==> src/rtl/i2c_mon_pkg.sv <==
// i2c_mon_pkg: shared definitions for the I2C bus monitor.
//   - parameter defaults for synchroniser depth, filter length, timeout width
//   - err_o bit indices
//   - monitor FSM state encoding
//   - saturating byte-counter increment helper
package i2c_mon_pkg;

    localparam int SYNC_STAGES_DEF = 2;
    localparam int FILT_LEN_DEF    = 3;
    localparam int TO_W_DEF        = 16;

    localparam int ERR_MISPLACED = 0;  // START/STOP in the middle of a byte
    localparam int ERR_SCL_TO    = 1;  // SCL held low too long while busy
    localparam int ERR_TIP_TO    = 2;  // core transfer pending on an idle bus
    localparam int ERR_GLITCH    = 3;  // short pulse rejected by a filter

    typedef enum logic [1:0] {
        ST_IDLE = 2'd0,
        ST_DATA = 2'd1,
        ST_ACKB = 2'd2
    } mon_state_e;

    function automatic logic [7:0] sat_inc8(input logic [7:0] v);
        return (v == 8'hFF) ? v : v + 8'd1;
    endfunction

endpackage

==> src/rtl/i2c_mon_filter.sv <==
// i2c_mon_filter: synchroniser plus glitch filter for one raw bus line.
//   clk_i    : monitor clock
//   rst_ni   : asynchronous active-low reset (outputs reset to 1 / 0)
//   pad_i    : raw asynchronous bus line
//   lvl_o    : filtered level; follows the synchronised line only after
//              FILT_LEN consecutive samples that differ from the current level
//   glitch_o : one-cycle pulse when a differing run ends before FILT_LEN samples
module i2c_mon_filter
    import i2c_mon_pkg::*;
#(
    parameter int SYNC_STAGES = SYNC_STAGES_DEF,
    parameter int FILT_LEN    = FILT_LEN_DEF
) (
    input  logic clk_i,
    input  logic rst_ni,
    input  logic pad_i,
    output logic lvl_o,
    output logic glitch_o
);

    localparam int CW = $clog2(FILT_LEN + 1);
    localparam logic [CW-1:0] RUN_MAX = CW'(FILT_LEN - 1);

    logic [SYNC_STAGES-1:0] sync_q;
    logic                   sync_s;
    logic                   lvl_q, lvl_d;
    logic [CW-1:0]          cnt_q, cnt_d;
    logic                   glitch_q, glitch_d;

    assign sync_s = sync_q[SYNC_STAGES-1];

    // Synchroniser chain; idles high like an undriven I2C line.
    always_ff @(posedge clk_i or negedge rst_ni) begin
        if (!rst_ni) begin
            sync_q <= '1;
        end else begin
            sync_q <= {sync_q[SYNC_STAGES-2:0], pad_i};
        end
    end

    // Run-length filter: cnt_q counts consecutive samples differing from lvl_q.
    always_comb begin
        lvl_d    = lvl_q;
        cnt_d    = cnt_q;
        glitch_d = 1'b0;
        if (sync_s != lvl_q) begin
            if (cnt_q == RUN_MAX) begin
                lvl_d = sync_s;
                cnt_d = '0;
            end else begin
                cnt_d = cnt_q + CW'(1);
            end
        end else begin
            // A run that ends without being accepted was a glitch.
            if (cnt_q != '0) begin
                glitch_d = 1'b1;
            end else begin
                glitch_d = 1'b0;
            end
            cnt_d = '0;
        end
    end

    // Filter state registers.
    always_ff @(posedge clk_i or negedge rst_ni) begin
        if (!rst_ni) begin
            lvl_q    <= 1'b1;
            cnt_q    <= '0;
            glitch_q <= 1'b0;
        end else begin
            lvl_q    <= lvl_d;
            cnt_q    <= cnt_d;
            glitch_q <= glitch_d;
        end
    end

    assign lvl_o    = lvl_q;
    assign glitch_o = glitch_q;

endmodule

==> src/rtl/i2c_bus_monitor.sv <==
// i2c_bus_monitor: passive I2C bus observer.
//   wb_clk_i, arst_ni        : clock, asynchronous active-low reset
//   scl_pad_i, sda_pad_i     : raw bus lines
//   tip                      : core transfer-in-progress flag
//   en_i, clr_i, timeout_i   : enable, clear of sticky state, timeout (0 = off)
//   start_o/rstart_o/stop_o  : one-cycle bus condition pulses
//   byte_vld_o/byte_o/ack_o  : completed byte with its ACK (1) / NACK (0)
//   busy_o, byte_cnt_o       : bus owned; bytes since last (repeated) START
//   err_o                    : sticky errors, indices in i2c_mon_pkg
module i2c_bus_monitor
    import i2c_mon_pkg::*;
#(
    parameter int SYNC_STAGES = SYNC_STAGES_DEF,
    parameter int FILT_LEN    = FILT_LEN_DEF,
    parameter int TO_W        = TO_W_DEF
) (
    input  logic            wb_clk_i,
    input  logic            arst_ni,
    input  logic            scl_pad_i,
    input  logic            sda_pad_i,
    input  logic            tip,
    input  logic            en_i,
    input  logic            clr_i,
    input  logic [TO_W-1:0] timeout_i,
    output logic            start_o,
    output logic            rstart_o,
    output logic            stop_o,
    output logic            byte_vld_o,
    output logic [7:0]      byte_o,
    output logic            ack_o,
    output logic            busy_o,
    output logic [7:0]      byte_cnt_o,
    output logic [3:0]      err_o
);

    logic scl_f_s, sda_f_s, scl_gl_s, sda_gl_s;

    i2c_mon_filter #(.SYNC_STAGES(SYNC_STAGES), .FILT_LEN(FILT_LEN)) u_scl_filt (
        .clk_i(wb_clk_i), .rst_ni(arst_ni), .pad_i(scl_pad_i),
        .lvl_o(scl_f_s), .glitch_o(scl_gl_s)
    );

    i2c_mon_filter #(.SYNC_STAGES(SYNC_STAGES), .FILT_LEN(FILT_LEN)) u_sda_filt (
        .clk_i(wb_clk_i), .rst_ni(arst_ni), .pad_i(sda_pad_i),
        .lvl_o(sda_f_s), .glitch_o(sda_gl_s)
    );

    mon_state_e      state_q, state_d;
    logic            scl_p_q, sda_p_q;
    logic [2:0]      bit_cnt_q, bit_cnt_d;
    logic [2:0]      prev_cnt_q, prev_cnt_d;
    logic [7:0]      shift_q, shift_d;
    logic [7:0]      byte_q, byte_d;
    logic            ack_q, ack_d;
    logic            start_q, start_d, rstart_q, rstart_d, stop_q, stop_d;
    logic            vld_q, vld_d, busy_q, busy_d;
    logic [7:0]      byte_cnt_q, byte_cnt_d;
    logic [3:0]      err_q, err_d, err_set_s;
    logic [TO_W-1:0] scl_to_q, scl_to_d, tip_to_q, tip_to_d;

    logic scl_rise_s, start_det_s, stop_det_s, misplaced_s;
    logic to_en_s, scl_cond_s, tip_cond_s, scl_hit_s, tip_hit_s;

    // SCL must be stable high across both cycles, so a simultaneous SCL/SDA
    // change is treated purely as an SCL edge.
    assign scl_rise_s  = scl_f_s & ~scl_p_q;
    assign start_det_s = ~sda_f_s & sda_p_q & scl_f_s & scl_p_q;
    assign stop_det_s  = sda_f_s & ~sda_p_q & scl_f_s & scl_p_q;
    // A START/STOP follows the SCL rise that already counted a tentative bit,
    // so misplacement is judged on the count before that rise.
    assign misplaced_s = (state_q != ST_IDLE) && (prev_cnt_q != 3'd0);

    assign to_en_s    = en_i && (timeout_i != '0);
    assign scl_cond_s = to_en_s && busy_q && !scl_f_s;
    assign tip_cond_s = to_en_s && tip && !busy_q;
    assign scl_hit_s  = scl_cond_s && (scl_to_q == timeout_i - TO_W'(1));
    assign tip_hit_s  = tip_cond_s && (tip_to_q == timeout_i - TO_W'(1));

    // Timeout counters saturate at the threshold so the error fires once.
    always_comb begin
        scl_to_d = '0;
        tip_to_d = '0;
        if (scl_cond_s && (scl_to_q < timeout_i)) begin
            scl_to_d = scl_to_q + TO_W'(1);
        end else if (scl_cond_s) begin
            scl_to_d = scl_to_q;
        end else begin
            scl_to_d = '0;
        end
        if (tip_cond_s && (tip_to_q < timeout_i)) begin
            tip_to_d = tip_to_q + TO_W'(1);
        end else if (tip_cond_s) begin
            tip_to_d = tip_to_q;
        end else begin
            tip_to_d = '0;
        end
    end

    // Monitor FSM next-state and output logic.
    always_comb begin
        state_d    = state_q;
        bit_cnt_d  = bit_cnt_q;
        prev_cnt_d = prev_cnt_q;
        shift_d    = shift_q;
        byte_d     = byte_q;
        ack_d      = ack_q;
        start_d    = 1'b0;
        rstart_d   = 1'b0;
        stop_d     = 1'b0;
        vld_d      = 1'b0;
        err_set_s  = 4'b0000;
        byte_cnt_d = clr_i ? 8'd0 : byte_cnt_q;
        err_d      = clr_i ? 4'b0000 : err_q;
        if (!en_i) begin
            state_d    = ST_IDLE;
            bit_cnt_d  = 3'd0;
            prev_cnt_d = 3'd0;
        end else begin
            if (start_det_s) begin
                if (state_q == ST_IDLE) begin
                    start_d = 1'b1;
                end else begin
                    rstart_d = 1'b1;
                end
                err_set_s[ERR_MISPLACED] = misplaced_s;
                state_d    = ST_DATA;
                bit_cnt_d  = 3'd0;
                prev_cnt_d = 3'd0;
                byte_cnt_d = 8'd0;
            end else if (stop_det_s) begin
                stop_d     = 1'b1;
                err_set_s[ERR_MISPLACED] = misplaced_s;
                state_d    = ST_IDLE;
                bit_cnt_d  = 3'd0;
                prev_cnt_d = 3'd0;
            end else if (scl_rise_s) begin
                case (state_q)
                    ST_DATA: begin
                        shift_d    = {shift_q[6:0], sda_f_s};
                        prev_cnt_d = bit_cnt_q;
                        bit_cnt_d  = bit_cnt_q + 3'd1;
                        if (bit_cnt_q == 3'd7) begin
                            state_d = ST_ACKB;
                        end else begin
                            state_d = ST_DATA;
                        end
                    end
                    ST_ACKB: begin
                        byte_d     = shift_q;
                        ack_d      = ~sda_f_s;
                        vld_d      = 1'b1;
                        byte_cnt_d = sat_inc8(byte_cnt_d);
                        prev_cnt_d = 3'd0;
                        state_d    = ST_DATA;
                    end
                    default: begin
                        state_d = ST_IDLE;
                    end
                endcase
            end else begin
                state_d = state_q;
            end
            err_set_s[ERR_SCL_TO] = scl_hit_s;
            err_set_s[ERR_TIP_TO] = tip_hit_s;
            err_set_s[ERR_GLITCH] = scl_gl_s | sda_gl_s;
        end
        // A newly detected error survives a clear in the same cycle.
        err_d  = err_d | err_set_s;
        busy_d = (state_d != ST_IDLE);
    end

    // All monitor state and registered outputs.
    always_ff @(posedge wb_clk_i or negedge arst_ni) begin
        if (!arst_ni) begin
            state_q    <= ST_IDLE;
            scl_p_q    <= 1'b1;
            sda_p_q    <= 1'b1;
            bit_cnt_q  <= 3'd0;
            prev_cnt_q <= 3'd0;
            shift_q    <= 8'd0;
            byte_q     <= 8'd0;
            ack_q      <= 1'b0;
            start_q    <= 1'b0;
            rstart_q   <= 1'b0;
            stop_q     <= 1'b0;
            vld_q      <= 1'b0;
            busy_q     <= 1'b0;
            byte_cnt_q <= 8'd0;
            err_q      <= 4'b0000;
            scl_to_q   <= '0;
            tip_to_q   <= '0;
        end else begin
            state_q    <= state_d;
            scl_p_q    <= scl_f_s;
            sda_p_q    <= sda_f_s;
            bit_cnt_q  <= bit_cnt_d;
            prev_cnt_q <= prev_cnt_d;
            shift_q    <= shift_d;
            byte_q     <= byte_d;
            ack_q      <= ack_d;
            start_q    <= start_d;
            rstart_q   <= rstart_d;
            stop_q     <= stop_d;
            vld_q      <= vld_d;
            busy_q     <= busy_d;
            byte_cnt_q <= byte_cnt_d;
            err_q      <= err_d;
            scl_to_q   <= scl_to_d;
            tip_to_q   <= tip_to_d;
        end
    end

    assign start_o    = start_q;
    assign rstart_o   = rstart_q;
    assign stop_o     = stop_q;
    assign byte_vld_o = vld_q;
    assign byte_o     = byte_q;
    assign ack_o      = ack_q;
    assign busy_o     = busy_q;
    assign byte_cnt_o = byte_cnt_q;
    assign err_o      = err_q;

endmodule

==> config.mk <==
export PLATFORM = sky130hd
export DESIGN_NAME = i2c_bus_monitor
export DESIGN_NICKNAME = d
export VERILOG_FILES = /design/src/rtl/i2c_mon_pkg.sv /design/src/rtl/i2c_mon_filter.sv /design/src/rtl/i2c_bus_monitor.sv
export SDC_FILE = /design/constraint.sdc
export NUM_CORES = 1
export LEC_CHECK = 0
export BUFFER_PORTS_ARGS = -buffer_cell sky130_fd_sc_hd__buf_2
export CAP_MARGIN = 5
export CORE_AREA = 5 5 114 116
export CTS_CLUSTER_DIAMETER = 60
export DETAILED_ROUTE_END_ITERATION = 6
export DIE_AREA = 0 0 119 121
export GPL_TIMING_DRIVEN = 0
export PLACE_DENSITY_LB_ADDON = 0.1
export SKIP_CTS_REPAIR_TIMING = 1
export SLEW_MARGIN = 30
export SYNTH_ARGS = -nofsm -noshare
export SYNTH_HDL_FRONTEND = slang
export SYNTH_SLANG_ARGS = --single-unit
export TNS_END_PERCENT = 5
==> constraint.sdc <==
create_clock -name wb_clk_i -period 4 [get_ports wb_clk_i]
set_clock_uncertainty 0.2 [all_clocks]
set_input_delay 0.8 -clock wb_clk_i [delete_from_list [all_inputs] [get_ports wb_clk_i]]
set_output_delay 0.8 -clock wb_clk_i [all_outputs]
set_load 0.02 [all_outputs]
# [Yosys cells after proc, flatten, opt, wreduce, memory -nomap -nowiden]
# Cells that the tools add are included.
[word_totals] register_bits=88 inputBits=23 out_inout_bits=26
[classes] n_addsub=7 magnitude_cmp=2 eq_ne=15 mux=53 bitwise=14 n_reduce_logical=25
[ops] cell="16-bit 2-to-1 mux" count=4
[ops] cell="8-bit 2-to-1 mux" count=7
[ops] cell="16-bit by 1-bit adder with 16-bit output (second input constant)" count=2
[ops] cell="16-bit == test" count=2
[ops] cell="16-bit less-than comparator" count=2
[ops] cell="3-bit 2-to-1 mux" count=9
[ops] cell="1-bit 2-to-1 mux" count=20
[ops] cell="2-bit 2-to-1 mux" count=9
[ops] cell="16-bit nonzero test" count=1
[ops] cell="16-bit by 1-bit subtractor with 16-bit output (second input constant)" count=1
[ops] cell="1-bit logical AND" count=10
[ops] cell="5-bit AND reduction" count=2
[ops] cell="8-bit by 1-bit adder with 8-bit output (second input constant)" count=1
[ops] cell="8-bit == test (second input constant)" count=1
[ops] cell="4-bit 2-to-1 mux" count=2
[ops] cell="4-bit by 1-bit inequality test with 1-bit output (second input constant)" count=2
[ops] cell="2-bit AND reduction" count=4
[ops] cell="2-bit nonzero test" count=4
[ops] cell="1-bit AND" count=7
[ops] cell="2-bit == test (second input constant)" count=3
[ops] cell="3-bit one-hot mux with 2 select lines" count=1
[ops] cell="5-bit by 1-bit inequality test with 1-bit output (second input constant)" count=1
[ops] cell="1-bit inverter" count=5
[ops] cell="2-bit by 1-bit adder with 2-bit output (second input constant)" count=2
[ops] cell="11 further kinds" count=14

# [Logic depth before layout (Yosys ltp)]
[depth] depth_word=8 mapped_depth=11 mapped_depth_nobuf=9

# [Modules after synthesis]
# Synthesis repeated with hierarchy kept, for this count alone.
[hier_totals] hier_cells=596 hier_area_um2=5715.5
[by_module_without_submodules] mod="i2c_bus_monitor" n_inst=1 cells_per_inst=572 area_each_um2=5292.6 seq_area_each_um2=1904.3
[by_module_without_submodules] mod="i2c_mon_filter" n_inst=2 cells_per_inst=12 area_each_um2=211.5 seq_area_each_um2=153.9

# [Worst setup path after synthesis]
# OpenSTA, ideal clock, no wires.
[synth_timing] path_kind="input -> register" startpoint="input port timeout_i[6]" endpoint="register scl_to_q[7]" t_arrival_ns=3.025 slack_ns=0.636 path_stages=10 path_buffers=2 path_cell_list="clkbuf_1 -> inv_1 -> ha_1 -> and3_1 -> a2111oi_0 -> a211o_1 -> nand2_1 -> clkbuf_1 -> o311ai_0 -> o41ai_1"
[synth_between] elab_chain_cells=6 word_cells_on_any_way=8 classes_between="1 x order compare; 1 x eq/ne; 1 x mux; 5 x reduce/logical"
[synth_rtl] element="start, declared" line="i2c_bus_monitor.sv:24" rtl="input logic [TO_W-1:0] timeout_i,"
[synth_rtl] element="branches (longest 6 deep; another with 16-bit less-than comparator)"
[synth_rtl] element="end signal, assigned" line="i2c_bus_monitor.sv:208" rtl="scl_to_q <= scl_to_d;"
[synth_rtl] element="end, declared" line="i2c_bus_monitor.sv:59" rtl="logic [TO_W-1:0] scl_to_q, scl_to_d, tip_to_q, tip_to_d;"
# Several ways; the timed one is not identified.
# A chain may end at the register's enable or synchronous reset.

# [Worst setup path in the final report]
# Same ends and word-level chain as after synthesis.

==> key figures <==
Layout
  • Area delta synth->final: 13.0%
  • Nets: roughly 740
  • Fraction of final layout cells with drive strength greater than 1: 14.2%
  • Most frequent cells in the layout: 80 x dfrtp_1, 61 x nand2_1, 48 x buf_2
  • Finished Core Util: 55.0%
  • Most common cell after layout, fill and taps aside: dfrtp_1

CTS
  • Later-pin clock latency in the skew report: 0.35 ns
  • TritonCTS clock tree: built
  • Root buffer cell: clkbuf_16
  • Clock tree buffer depth: 2
  • Number of clock sinks: 88
  • H-Tree Depth: 3
  • TritonCTS Buffers: 9
  • Clock transition at the register clock pins on the worst setup and hold paths after CTS: 0.07 ns

STA
  • Count of final setup violators: 0
  • Worst-case headroom to the max-slew limit: 54.9%
  • Final hold slack: around 0.13 ns
  • Post-route fraction of the period consumed by the critical path: 90.2%
  • Setup tns final: 0 ns
  • Max-slew violation count: 0
  • Transition at the pin with the smallest max-transition slack: 0.677 ns
  • Fmax: 277 MHz
  • RSZ-0062 raised after global routing: false
  • Fin. Hold Viols: 0
  • Post-layout minimum cycle time: 3.61 ns

Detailed routing
  • Final antenna-violating net count: 0
  • DRC errors left: 0
  • Routed wire length: 14.4 mm
  • Number of vias per cell: 5.87
  • First-iteration detailed-routing DRC count: between 200 and 300
  • Detailed-route via count: 4,881
  • Avg WL per Cell: about 17 um
  • Detailed Routing Iterations Pass 1: 4

Synth
  • Share of the yosys chip area belonging to registers: 38.5%
  • Syn_nets: 685
  • YS warnings: 0
  • Total standard cell area after synthesis: between 5000 and 6000 sq um
  • Number of storage elements in the synthesis netlist: 88
  • Number of standard cells after synthesis: 620
  • Yosys cell types: 62
  • Number of synthesized flops with an enable pin: 0
  • Prevailing post-synth register cell: dfrtp_1
  • Asr flop ratio synth: 100%
  • Avg Inst Size Synth: 9.27 sq um

Worst setup path
  • Data required, critical path: 4.01 ns
  • Sort of element at the start of the critical path: primary input
  • Worst flop-to-flop path startpoint: scl_to_q[6]
  • Top cell by count, worst path: clkbuf_1
  • Max incr delay on CP: 0.44 ns
  • Worst setup path startpoint: timeout_i[6]
  • Sort of element at the end of the critical path: register
  • Setup CP Type: in -> reg
  • Slowest library cell on the worst path: a2111oi_0
  • Data arrival time of the worst path: between 3 and 4 ns
  • Critical Path Fanout Max: 10
  • Cells traversed along the worst timing path: clkbuf_1 > inv_1 > ha_1 > and3_1 > a2111oi_0 > a211o_1 > nand2_1 > clkbuf_1 > o311ai_0 > o41ai_1

Power
  • Switching power as a share of total power: 29.2%
  • Max VDD drop: 0.327 mV
  • Net Sw Power: 0.664 mW
  • Combinational power share: 16.4%
  • Cell leakage power: between 2 and 3 nW
  • Power after layout: 2.27 mW
  • Clock share of power: 37.5%
  • Internal power of the cells: 1.61 mW
  • Cell Pwr Density: 350 nW/um^2
  • Fraction of power consumed by sequential logic: 46.1%

Hold path
  • Worst hold path class: in -> async

Global routing
  • Residual overflow from global routing: 0
  • Largest net degree at the start of global routing: approximately 60
  • Wire length of the first global-routing pass: approximately 24 mm
  • Total track usage: 20.8%
  • Via count of the first global-routing pass: around 4,900
  • Number of antenna violations at the first check in global routing: 2

Die
  • Chip width: 119 um
  • IO Pins: between 40 and 50
  • Placement Rows: 40
  • Chip Height: about 120 um
  • Initial standard-cell utilization of the core: between 40% and 50%
  • Die Outline Area: 14,400 sq um
  • Core outline area: 11,800 sq um

Placement
  • Post-DP HPWL: 11.0 mm
  • Final estimated routing congestion in global placement: 0.857
  • Number of input and output port buffers inserted: 46

Run
  • Count of maximum capacitance violations: 0

Run status
  • Run status: finished, final reports clean
## sequential cells by signal, indices dropped and copies added, names as in the netlist, 2 cells and up
name               cells
byte_cnt_o             8
u_scl_filt.cnt_q       2
u_sda_filt.cnt_q       2
tip_to_q              16
u_scl_filt.sync_q      2
scl_to_q              16
prev_cnt_q             3
state_q                2
byte_o                 8
u_sda_filt.sync_q      2
err_o                  4
bit_cnt_q              3
shift_q                8
## final cells by class
| cell class | instances | area (sq um) |
|---|---|---|
| flip-flops and latches | 88 | 2210 |
| well taps | 147 | 184 |
| multi-input cells | 487 | 3360 |
| clock buffers | 10 | 229 |
| clock inverters | 6 | 67.6 |
| diodes | 1 | 2.50 |
| repair buffers | 47 | 264 |
| inverters | 26 | 97.6 |
| fillers | 1096 | 5320 |
| plain buffers | 19 | 78.8 |
## per-stage QoR
step | setup WS [ns] | cell area (sq um) | cells
after floorplan | 0.636 | 5750 | 620
after global placement | 0.145 | 6160 | 813
after detailed placement | 0.0214 | 6200 | 814
after CTS | 0.387 | 6490 | 830
after global routing | 0.135 | 6490 | 831
final | 0.391 | 6490 | 831
## worst max-delay path: cells and delay by family
kind,cells,cell delay (ns)
adder cells (fa/ha/maj),1,0.35
AND/OR/NAND/NOR,2,0.40
AO/OA/AOI/OAI,4,1.27
buffers and inverters,3,0.81
## power groups by stage
stage | registers [mW] | clock network, mW | logic (mW)
5_1_grt | 1.06 | 0.909 | 0.419
4_1_cts | 1.05 | 0.879 | 0.375
6_report | 1.05 | 0.852 | 0.372
3_5_place_dp | 1.07 | 0 | 0.372
3_3_place_gp | 1.06 | 0 | 0.360
2_1_floorplan | 1.06 | 0 | 0.239
## synth_stat cells, drive strengths merged, types with 4 or more instances
cell    count  share of area, %
dfrtp      80                35
nand2      63               4.3
ha         42               9.1
a21oi      40               3.5
nand3      31               2.7
nor2       31               2.0
xnor2      29               4.4
inv        25               1.6
o21ai      25               2.2
xor2       20               3.0
o31ai      16               2.1
or4        16               2.2
clkbuf     15              0.98
nand4      14               1.6
and3       13               1.4
nor2b      13               1.4
a21o       12               1.6
nor3       12               1.4
mux2       11               2.2
nand2b     11               1.2
o21a       10               1.3
or3         9              0.98
dfstp       8               3.7
and2        6              0.67
o211ai      6              0.78
o22ai       6              0.65
a31oi       5              0.54
nor3b       5              0.65
nor4        5              0.81
buf         4              0.39
## metal layers
| layer | vias up | global-route usage, % | share of wire (%) |
|---|---|---|---|
| met2 | 85 | 36.1 | 49 |
| met3 | 26 | 4.38 | 3.9 |
| li1 | 2393 | - | - |
| met1 | 2375 | 25.8 | 45 |
| met4 | 2 | 6.81 | 2.1 |
| met5 | - | 0 | 0.091 |
## kinds of logic after synthesis
family,count (synthesis),share of synthesized area (%)
compound gates,142,16.2
simple gates,241,23.1
fa+ha+maj,42,9.14
buf+inv,45,3.07
mux,13,2.50
xor+xnor,49,7.47
flops,88,38.5
## final timing paths
| path | depth (start not counted) | to | slack [ns] |
|---|---|---|---|
| max | 10 | scl_to_q[7] | 0.39 |
| min | 1 | err_o[0] | 0.13 |
| max reg2reg | 8 | scl_to_q[7] | 0.86 |
| min reg2reg | 0 | u_sda_filt.sync_q[1] | 0.16 |
| max in group asynchronous | 2 | u_sda_filt.lvl_o | 2.88 |
| min in group wb_clk_i | 0 | u_sda_filt.sync_q[1] | 0.16 |
Power figures use the tool's default switching activity.
